==> config.mk <==
export PLATFORM = sky130hd
export DESIGN_NAME = amp_pulse_seq_flat
export DESIGN_NICKNAME = d
export VERILOG_FILES = /design/src/rtl/amp_pulse_if.sv /design/src/rtl/amp_pulse_seq.sv /design/src/flat_wrapper.sv
export SDC_FILE = /design/constraint.sdc
export NUM_CORES = 1
export LEC_CHECK = 0
export BUFFER_PORTS_ARGS = -buffer_cell sky130_fd_sc_hd__buf_2
export CORE_MARGIN = 5
export CORE_UTILIZATION = 56
export DETAILED_ROUTE_END_ITERATION = 10
export GPL_TIMING_DRIVEN = 0
export HOLD_SLACK_MARGIN = 0.15
export PLACE_DENSITY_LB_ADDON = 0.3
export SKIP_LAST_GASP = 1
export SYNTH_ARGS = -nofsm -noshare
export SYNTH_HDL_FRONTEND = slang
export SYNTH_SLANG_ARGS = --single-unit
==> constraint.sdc <==
create_clock -name clk -period 3.96 [get_ports clk]
set_input_delay 0.198 -clock clk [delete_from_list [all_inputs] [get_ports clk]]
set_output_delay 0.198 -clock clk [all_outputs]
set_load 0.01 [all_outputs]
==> src/rtl/amp_pulse_if.sv <==
// Host-side bundle for the pulse envelope sequencer: request/config
// inputs toward the sequencer and the ampi/ampq envelope back out.
interface amp_pulse_if;
  // start behaves as valid and !busy as ready: a request is taken on the
  // first clk edge where start=1 and busy=0; start while busy is dropped.
  // abort is a level sampled every clk and acts only during UP or FLAT.
  logic               start;
  logic               abort;
  logic signed [15:0] target_i;
  logic signed [15:0] target_q;
  logic [3:0]         ramp_log2;
  logic [15:0]        step_div;
  logic [15:0]        flat_len;
  logic signed [15:0] ampi;
  logic signed [15:0] ampq;
  logic               busy;
  logic               done;

  modport master (
    output start, abort, target_i, target_q, ramp_log2, step_div, flat_len,
    input  ampi, ampq, busy, done
  );

  modport slave (
    input  start, abort, target_i, target_q, ramp_log2, step_div, flat_len,
    output ampi, ampq, busy, done
  );
endinterface

==> src/rtl/amp_pulse_seq.sv <==
// RF pulse envelope generator: linear ramp up to a complex target, flat top,
// linear ramp back to zero, driving the ampi/ampq inputs of the IQ source.
module amp_pulse_seq #(
  parameter int LOG2_MAX = 12,
  parameter int FRAC     = 16
) (
  input  logic          clk,
  input  logic          rst_n,
  amp_pulse_if.slave    bus,
  output logic [1:0]    dbg_state
);

  localparam int AW = 16 + FRAC;
  localparam int KW = LOG2_MAX + 1;
  localparam logic [3:0] N_MAX = 4'(LOG2_MAX);

  typedef enum logic [1:0] {
    S_IDLE = 2'd0,
    S_UP   = 2'd1,
    S_FLAT = 2'd2,
    S_DOWN = 2'd3
  } state_t;

  state_t state, state_nxt;

  logic signed [AW-1:0] inc_i, inc_q;
  logic signed [AW-1:0] acc_i, acc_q;
  logic [KW-1:0]        k;
  logic [KW-1:0]        k_inc;
  logic [KW-1:0]        steps;
  logic [15:0]          presc;
  logic [15:0]          step_div_q;
  logic [15:0]          flat_len_q;
  logic [15:0]          flat_cnt;
  logic                 done_q;
  logic                 tick;

  // capture-time values
  logic signed [15:0]   tgt_i_c, tgt_q_c;
  logic [3:0]           n_c;
  logic [5:0]           shamt;
  logic signed [AW-1:0] tgt_i_ext, tgt_q_ext;
  logic signed [AW-1:0] inc_i_c, inc_q_c;
  logic [KW-1:0]        steps_c;

  // -32768 has no positive mirror; clamping keeps the ramp symmetric.
  always_comb begin
    tgt_i_c   = (bus.target_i == 16'sh8000) ? 16'sh8001 : bus.target_i;
    tgt_q_c   = (bus.target_q == 16'sh8000) ? 16'sh8001 : bus.target_q;
    n_c       = (bus.ramp_log2 > N_MAX) ? N_MAX : bus.ramp_log2;
    shamt     = 6'(FRAC) - 6'(n_c);
    tgt_i_ext = AW'(tgt_i_c);
    tgt_q_ext = AW'(tgt_q_c);
    inc_i_c   = tgt_i_ext <<< shamt;
    inc_q_c   = tgt_q_ext <<< shamt;
    steps_c   = KW'(1) << n_c;
  end

  assign tick  = (presc == step_div_q);
  assign k_inc = k + KW'(1);

  // state register
  always_ff @(posedge clk or negedge rst_n) begin
    if (!rst_n) begin
      state <= S_IDLE;
    end else begin
      state <= state_nxt;
    end
  end

  // next-state logic
  always_comb begin
    state_nxt = state;
    case (state)
      S_IDLE: begin
        if (bus.start) state_nxt = S_UP;
      end
      S_UP: begin
        if (bus.abort) begin
          state_nxt = S_DOWN;
        end else if (tick && (k_inc == steps)) begin
          state_nxt = (flat_len_q != 16'd0) ? S_FLAT : S_DOWN;
        end
      end
      S_FLAT: begin
        if (bus.abort || (flat_cnt == 16'(flat_len_q - 16'd1))) state_nxt = S_DOWN;
      end
      S_DOWN: begin
        // k can be 0 here only after an abort before the first up-tick.
        if (k == '0) begin
          state_nxt = S_IDLE;
        end else if (tick && (k == KW'(1))) begin
          state_nxt = S_IDLE;
        end
      end
      default: state_nxt = S_IDLE;
    endcase
  end

  // datapath: capture, prescaler, step counter and accumulators
  always_ff @(posedge clk or negedge rst_n) begin
    if (!rst_n) begin
      inc_i      <= '0;
      inc_q      <= '0;
      acc_i      <= '0;
      acc_q      <= '0;
      k          <= '0;
      steps      <= '0;
      presc      <= '0;
      step_div_q <= '0;
      flat_len_q <= '0;
      flat_cnt   <= '0;
      done_q     <= 1'b0;
    end else begin
      done_q <= (state == S_DOWN) && (state_nxt == S_IDLE);
      case (state)
        S_IDLE: begin
          if (bus.start) begin
            inc_i      <= inc_i_c;
            inc_q      <= inc_q_c;
            steps      <= steps_c;
            step_div_q <= bus.step_div;
            flat_len_q <= bus.flat_len;
            acc_i      <= '0;
            acc_q      <= '0;
            k          <= '0;
            presc      <= '0;
            flat_cnt   <= '0;
          end
        end
        S_UP: begin
          if (bus.abort) begin
            presc <= '0;
          end else if (tick) begin
            acc_i    <= acc_i + inc_i;
            acc_q    <= acc_q + inc_q;
            k        <= k_inc;
            presc    <= '0;
            flat_cnt <= '0;
          end else begin
            presc <= presc + 16'd1;
          end
        end
        S_FLAT: begin
          if (state_nxt == S_DOWN) begin
            presc    <= '0;
            flat_cnt <= '0;
          end else begin
            flat_cnt <= flat_cnt + 16'd1;
          end
        end
        S_DOWN: begin
          if (k != '0) begin
            if (tick) begin
              acc_i <= acc_i - inc_i;
              acc_q <= acc_q - inc_q;
              k     <= k - KW'(1);
              presc <= '0;
            end else begin
              presc <= presc + 16'd1;
            end
          end
        end
        default: ;
      endcase
    end
  end

  // outputs; acc is always k*inc so the top slice is exact at the endpoints
  always_comb begin
    bus.ampi  = acc_i[FRAC+15:FRAC];
    bus.ampq  = acc_q[FRAC+15:FRAC];
    bus.busy  = (state != S_IDLE);
    bus.done  = done_q;
    dbg_state = state;
  end

endmodule

==> src/flat_wrapper.sv <==
// flat-port wrapper written by rule: the top's interface ports become plain ports
module amp_pulse_seq_flat 
#(
  parameter int LOG2_MAX = 12,
  parameter int FRAC     = 16
)
  (clk, rst_n, dbg_state, bus_start, bus_abort, bus_target_i, bus_target_q, bus_ramp_log2, bus_step_div, bus_flat_len, bus_ampi, bus_ampq, bus_busy, bus_done);
  amp_pulse_if bus_i ();
  input  logic clk;
  input  logic rst_n;
  output logic [1:0] dbg_state;
  input wire logic [$bits(bus_i.start)-1:0] bus_start;
  input wire logic [$bits(bus_i.abort)-1:0] bus_abort;
  input wire logic [$bits(bus_i.target_i)-1:0] bus_target_i;
  input wire logic [$bits(bus_i.target_q)-1:0] bus_target_q;
  input wire logic [$bits(bus_i.ramp_log2)-1:0] bus_ramp_log2;
  input wire logic [$bits(bus_i.step_div)-1:0] bus_step_div;
  input wire logic [$bits(bus_i.flat_len)-1:0] bus_flat_len;
  output wire logic [$bits(bus_i.ampi)-1:0] bus_ampi;
  output wire logic [$bits(bus_i.ampq)-1:0] bus_ampq;
  output wire logic [$bits(bus_i.busy)-1:0] bus_busy;
  output wire logic [$bits(bus_i.done)-1:0] bus_done;
  assign bus_i.start = bus_start;
  assign bus_i.abort = bus_abort;
  assign bus_i.target_i = bus_target_i;
  assign bus_i.target_q = bus_target_q;
  assign bus_i.ramp_log2 = bus_ramp_log2;
  assign bus_i.step_div = bus_step_div;
  assign bus_i.flat_len = bus_flat_len;
  assign bus_ampi = bus_i.ampi;
  assign bus_ampq = bus_i.ampq;
  assign bus_busy = bus_i.busy;
  assign bus_done = bus_i.done;
  amp_pulse_seq #(.LOG2_MAX(LOG2_MAX), .FRAC(FRAC)) u_core (.clk(clk), .rst_n(rst_n), .bus(bus_i), .dbg_state(dbg_state));
endmodule
==> results of run 1 <==
==> synthesized netlist by cell type, types with 13 or more instances <==
cell type | n | area [µm²]
xnor2_1 | 69 | 604
o211ai_1 | 14 | 105
nor4_1 | 27 | 169
o31ai_1 | 43 | 323
o21ai_1 | 18 | 90.1
ha_1 | 76 | 951
mux2i_1 | 87 | 871
and3_1 | 29 | 181
nor2_1 | 125 | 469
xor2_1 | 101 | 885
o41ai_1 | 14 | 123
a21o_1 | 28 | 210
nor3_1 | 52 | 260
nand3_1 | 54 | 270
dfrtp_1 | 221 | 5530
a31oi_1 | 13 | 81.3
nand2_1 | 329 | 1230
nand2b_1 | 37 | 231
a22o_1 | 26 | 228
clkbuf_1 | 82 | 308
o21ai_0 | 173 | 866
buf_4 | 32 | 240
or3_1 | 22 | 138
a21oi_1 | 125 | 626
inv_1 | 54 | 203
==> cells by family (layout without fill, tap and decap cells) <==
family,after synthesis,in the layout
multiplexers,90,90
AND/OR/NAND/NOR,728,728
flip-flops,221,221
AO/OA/AOI/OAI,550,550
adder cells (fa/ha/maj),79,79
buffers and inverters,187,414
XOR/XNOR,170,170
other,0,1
==> metrics by stage <==
stage               setup WS (ns)  TNS [ns]  hold slack (ns)  cell area [µm²]  instances
floorplan                 -0.0418   -0.0418          -0.0976            16600       2025
global placement            -1.24   -299.46            0.391            17600       2521
detailed placement          -1.15    -35.97           0.0941            17700       2523
CTS                        -0.233     -2.11            0.206            19400       2629
global route               -0.402     -6.18            0.226            19900       2642
finish                     -0.276     -2.55            0.196            19900       2643
==> cell type report <==
type	count	area share
Multi-Input combinational cell	1617	0.544
Sequential cell	221	0.278
Timing Repair Buffer	187	0.0668
Clock buffer	35	0.0375
Buffer	127	0.0326
Tap cell	390	0.0245
Inverter	57	0.0109
Clock inverter	8	0.00491
Antenna cell	1	0.000126
==> path summary, 6_finish.rpt <==
kind | depth (start not counted) | slack, ns | end | startpoint
max reg2reg | 14 | -0.28 | u_core.acc_q[29]$_DFFE_PN0P_ | u_core.inc_q[11]$_DFFE_PN0P_
min | 3 | 0.20 | u_core.acc_q[12]$_DFFE_PN0P_ | rst_n
max in group asynchronous | 4 | 2.85 | u_core.step_div_q[2]$_DFFE_PN0P_ | rst_n
min reg2reg | 2 | 0.48 | u_core.acc_i[0]$_DFFE_PN0P_ | u_core.acc_i[0]$_DFFE_PN0P_
max | 14 | -0.28 | u_core.acc_q[29]$_DFFE_PN0P_ | u_core.inc_q[11]$_DFFE_PN0P_
min in group clk | 3 | 0.21 | u_core.dbg_state[0]$_DFF_PN0_ | bus_start
==> critical path: stages (launching register included) <==
cell and delay, ns:
dfrtp_1 0.41, or3_4 0.40, or3_4 0.34, or3_4 0.36, o41ai_4 0.25, xor2_2 0.24
ha_1 0.28, a21o_1 0.16, a21o_1 0.19, or3_4 0.39, or2_4 0.23, a31o_4 0.26
a211oi_4 0.22, nor4b_2 0.07, a221o_1 0.29
==> registers in the layout, indices dropped and copies added (netlist names) <==
signal / cells
u_core.flat_len_q: 16
u_core.k: 13
u_core.inc_i: 32
u_core.steps: 13
u_core.dbg_state: 2
u_core.bus.done: 1
u_core.acc_q: 32
u_core.inc_q: 32
u_core.presc: 16
u_core.flat_cnt: 16
u_core.step_div_q: 16
u_core.acc_i: 32
==> timing repair <==
item / CTS / global route
setup buffers: 28 / 18
hold endpoints to repair: 170 / 0
hold buffers: 37 / 0
gates resized for setup: 90 / 92
setup endpoints to repair: 54 / 88
pin swaps: 39 / 53
==> power by group through the flow <==
| stage | clock network [mW] | logic, mW | registers, mW |
|---|---|---|---|
| floorplan | 0 | 8.94 | 3.71 |
| global placement | 0 | 11.1 | 3.99 |
| detailed placement | 0 | 11.4 | 4.03 |
| CTS | 2.43 | 12.5 | 4.00 |
| global route | 2.52 | 15.0 | 4.16 |
| finish | 2.40 | 13.7 | 4.07 |
==> metal layers <==
metal / wire (µm) / track usage
met3: 3840 / 0.0477
met2: 25500 / 0.513
met1: 22500 / 0.415
met4: 2050 / 0.105
met5: 0 / 0
==> impl_metrics.yaml, run 1 <==
final_layout:
  synthToLayoutAreaGrowth_pct: 20.1
  fillers: 2412
  layout_common_cells: "nand2_1 (325), dfrtp_1 (217), o21ai_0 (143)"
  seqCellArea_um2: 5540
  fin_nets: 2387
  post-route-util: 0.677
  final_common_cell: "nand2_1"
  drive_above_1_share: 0.156
  multiInputGateArea_um2: 10800
power_and_ir_drop:
  leakage_nw: 9.24
  switching_share: 0.488
  power.density_nw_per_um2: 1020
  pwr-share-clk: 0.119
  ir_drop_uv: 750
  switching_power_mw: 9.86
  p_int_mw: 10.3
  total_power_mw: 20.2
  pwr-share-seq: 0.202
  power.share.combinational: 0.680
global_route:
  grt.total_usage: 0.309
  grt_pass1_vias: 16037
  grt_max_degree: 95
  grt_pass1_wl_um: 84600
  grt-ovfl-total: 0
  antenna_found_initial: 0
die:
  die_h_um: 182
  coreArea_um2: 29400
  die_w_um: 182
  pin_count: 108
  initial_utilization: 0.563
  fp.dieArea_um2: 33100
  num_rows: 63
worst_setup_path:
  cp.required_ns: 4.37
  critPathKind: "flop to flop"
  cp-start-kind: "flop"
  crit_arrival_ns: 4.65
  critPathCaptureType: "flop"
  crit_path_max_fanout: 5
synth:
  synthMuxAreaShare: 0.0546
  synth_fp_nets: 2175
  ys_types: 73
  yosys_register_bits: 221
  synth_flop_cell: "dfrtp_1"
  netlist_instances: 2025
  ys_seq_area_frac: 0.334
  synth_fa_ha_area_frac: 0.0604
  synth-async-reset-ratio: 1.00
  netlist_area_um2: 16600
  synth_top_family_by_area: "compound AO/OA/AOI/OAI gates"
  avgSynthCellArea_um2: 8.18
  yosys.area_share.simple: 0.201
  synth_xor_area_frac: 0.0899
  synth-compound-area-share: 0.209
  yosys_warnings: 0
  synth-edff-count: 0
sta:
  finalHoldViolCount: 0
  final-max-slew-violation-count: 0
  slew_headroom: 0.211
  worst_slew_pin_slew_ns: 1.18
  fin_crit_sh: 1.07
  max_freq_mhz: 236
  fin_worst_skew_ns: 0.0133
  period_needed_ns: 4.24
  rsz0062_at_grt: "yes"
  worst_slack_ns: -0.276
  setup_viol: 16
drt:
  detail-route-antenna-nets: 0
  drc: 0
  wire_per_inst_um: 20.4
  first_pass_iters: 7
  drt_iter0_markers: 1521
  vias_per_cell: 6.25
  wirelength_um: 53900
  vias: 16517
clocking:
  cts_root_buffer: "clkbuf_16"
  cts_tree: "built"
  clockBufferDepth: 3
  clk_pin_slew_ns: 0.06
  htree_levels: 1
  clk_latency_ns: 0.54
  cts_num_sinks: 221
  cts_buffers: 26
status:
  status: "complete, but fails checks"
  violations: "negative setup slack"
job:
  maxCapViolCount: 0
place:
  place.port_buffers: 106
  hpwl_um: 39100
  place_congestion: 0.946
hold_path:
  hold_path_class: "primary input to async pin"
(Power assumes the default switching activity.)
==> run 2: changes to the inputs <==
CORE_MARGIN = 1.5   (was 5)
GPL_ROUTABILITY_DRIVEN = 0   (was unset)
==> impl_metrics.yaml, run 2 (synthesis gave the netlist of run 1 again) <==
die:
  fp.dieArea_um2: 30600
  pin_count: 108
  die_h_um: 175
  initial_utilization: 0.572
  coreArea_um2: 28900
  num_rows: 62
  die_w_um: 175
sta:
  finalHoldViolCount: 0
  worst_slack_ns: -0.373
  max_freq_mhz: 231
  slew_headroom: 0.366
  rsz0062_at_grt: "yes"
  worst_slew_pin_slew_ns: 0.944
  period_needed_ns: 4.33
  setup_viol: 14
  fin_worst_skew_ns: 0.0150
  fin_crit_sh: 1.09
  final-max-slew-violation-count: 0
drt:
  vias_per_cell: 6.39
  first_pass_iters: 8
  vias: 16931
  detail-route-antenna-nets: 0
  drt_iter0_markers: 1881
  wirelength_um: 53500
  wire_per_inst_um: 20.2
  drc: 0
global_route:
  grt_pass1_wl_um: 82200
  antenna_found_initial: 1
  grt-ovfl-total: 0
  grt_max_degree: 119
  grt.total_usage: 0.332
  grt_pass1_vias: 16103
worst_setup_path:
  critPathCaptureType: "flop"
  cp.required_ns: 4.36
  reg2reg_depth: 18
  ff2ff_setup_slack_ns: -0.37
  regToRegEndpoint: "u_core.acc_i[31]$_DFFE_PN0P_"
  critPathKind: "flop to flop"
  crit_arrival_ns: 4.73
  cp-start-kind: "flop"
  cp-endpoint: "u_core.acc_i[31]$_DFFE_PN0P_"
  crit-reg2reg-launch: "u_core.inc_i[0]$_DFFE_PN0P_"
  worstSetupStartpoint: "u_core.inc_i[0]$_DFFE_PN0P_"
  crit_path_max_fanout: 6
power_and_ir_drop:
  power.density_nw_per_um2: 1040
  total_power_mw: 20.8
  leakage_nw: 9.30
  ir_drop_uv: 877
clocking:
  clk_latency_ns: 0.53
  cts_root_buffer: "clkbuf_16"
  clk_pin_slew_ns: 0.06
  htree_levels: 1
  clockBufferDepth: 3
  cts_num_sinks: 221
  cts_tree: "built"
  cts_buffers: 25
status:
  status: "complete, but fails checks"
  violations: "negative setup slack"
job:
  maxCapViolCount: 0
final_layout:
  fillers: 2218
  multiInputGateArea_um2: 11000
  synthToLayoutAreaGrowth_pct: 21.0
  final_common_cell: "nand2_1"
  post-route-util: 0.693
  antennaDiodeCount: 0
  fin_nets: 2397
  postLayoutCellArea_um2: 20000
  finalNonFillerCells: 2648
  seqCellArea_um2: 5530
  drive_above_1_share: 0.165
  layout_common_cells: "nand2_1 (323), dfrtp_1 (220), o21ai_0 (149)"
place:
  dp_slack_ns: -1.03
  place.port_buffers: 106
  dpl.cell_count: 2517
  hpwl_um: 37000
  postPlaceCellArea_um2: 17700
hold_path:
  hold_path_class: "primary input to flop"
## run 2: cell count changes in the layout (fill, tap and decap cells not counted), moves of 6 or more
cell     previous run  this run
buf_4              67        85
buf_6              12         5
o21ai_0           143       149
o21ai_1            36        30
## run 2: per-stage QoR
step	hold WS [ns]	TNS [ns]
4_1_cts	0.165	-2.74
2_1_floorplan	-0.0976	-0.0418
3_5_place_dp	0.305	-26.82
5_1_grt	0.209	-4.76
6_report	0.203	-2.21
3_3_place_gp	0.388	-280.26
## run 2: cell type report
class                           count  area share
Multi-Input combinational cell   1617       0.546
Sequential cell                   221       0.276
Timing Repair Buffer              199      0.0687
Clock buffer                       34      0.0354
Buffer                            126      0.0321
Tap cell                          384      0.0240
Inverter                           57      0.0107
Clock inverter                     10     0.00668
## run 2: repair_timing
item                       CTS  global route
cloned                       0             0
pin swaps                   42            99
hold buffers                35             0
buffers inserted            39            21
resized for setup           64           124
hold endpoints to repair   160             0
setup endpoints to repair   51            79
## run 2: per-layer routing
layer	vias to the layer above	global-route usage	part of all wire
met5	-	0.0128	0.0012
met4	4	0.147	0.046
met3	225	0.0570	0.092
met2	987	0.537	0.47
met1	8063	0.436	0.40
li1	7652	-	-
## run 2: worst min path at each step
stage,cells past startpoint,from,to
finish,5,bus_abort,u_core.dbg_state[0]$_DFF_PN0_
floorplan,0,rst_n,u_core.acc_i[0]$_DFFE_PN0P_
global placement,3,bus_step_div[14],u_core.step_div_q[14]$_DFFE_PN0P_
global route,4,bus_abort,u_core.dbg_state[1]$_DFF_PN0_
CTS,5,bus_abort,u_core.dbg_state[0]$_DFF_PN0_
detailed placement,2,rst_n,u_core.acc_q[18]$_DFFE_PN0P_
## run 2: critical path, cell delays in order (launching register included)
cell and delay (ns):
dfrtp_1 0.40, inv_2 0.09, ha_4 0.14, nand3b_1 0.15, nor4_2 0.24, inv_1 0.15, or3_4 0.36, or2_4 0.30
nor3_2 0.30, nor2_1 0.10, xnor2_1 0.26, ha_2 0.40, a21o_1 0.18, a21o_1 0.19, a21oi_2 0.20, o31ai_4 0.13
a221o_1 0.36, o21ai_1 0.14, o311ai_1 0.10
## run 2: report_power, final
| group | internal (mW) | switching (mW) | leakage [nW] |
|---|---|---|---|
| combinational | 6.13 | 8.09 | 6.05 |
| clock | 1.45 | 0.982 | 0.411 |
| sequential | 3.07 | 1.05 | 2.84 |
| total | 10.6 | 10.1 | 9.30 |
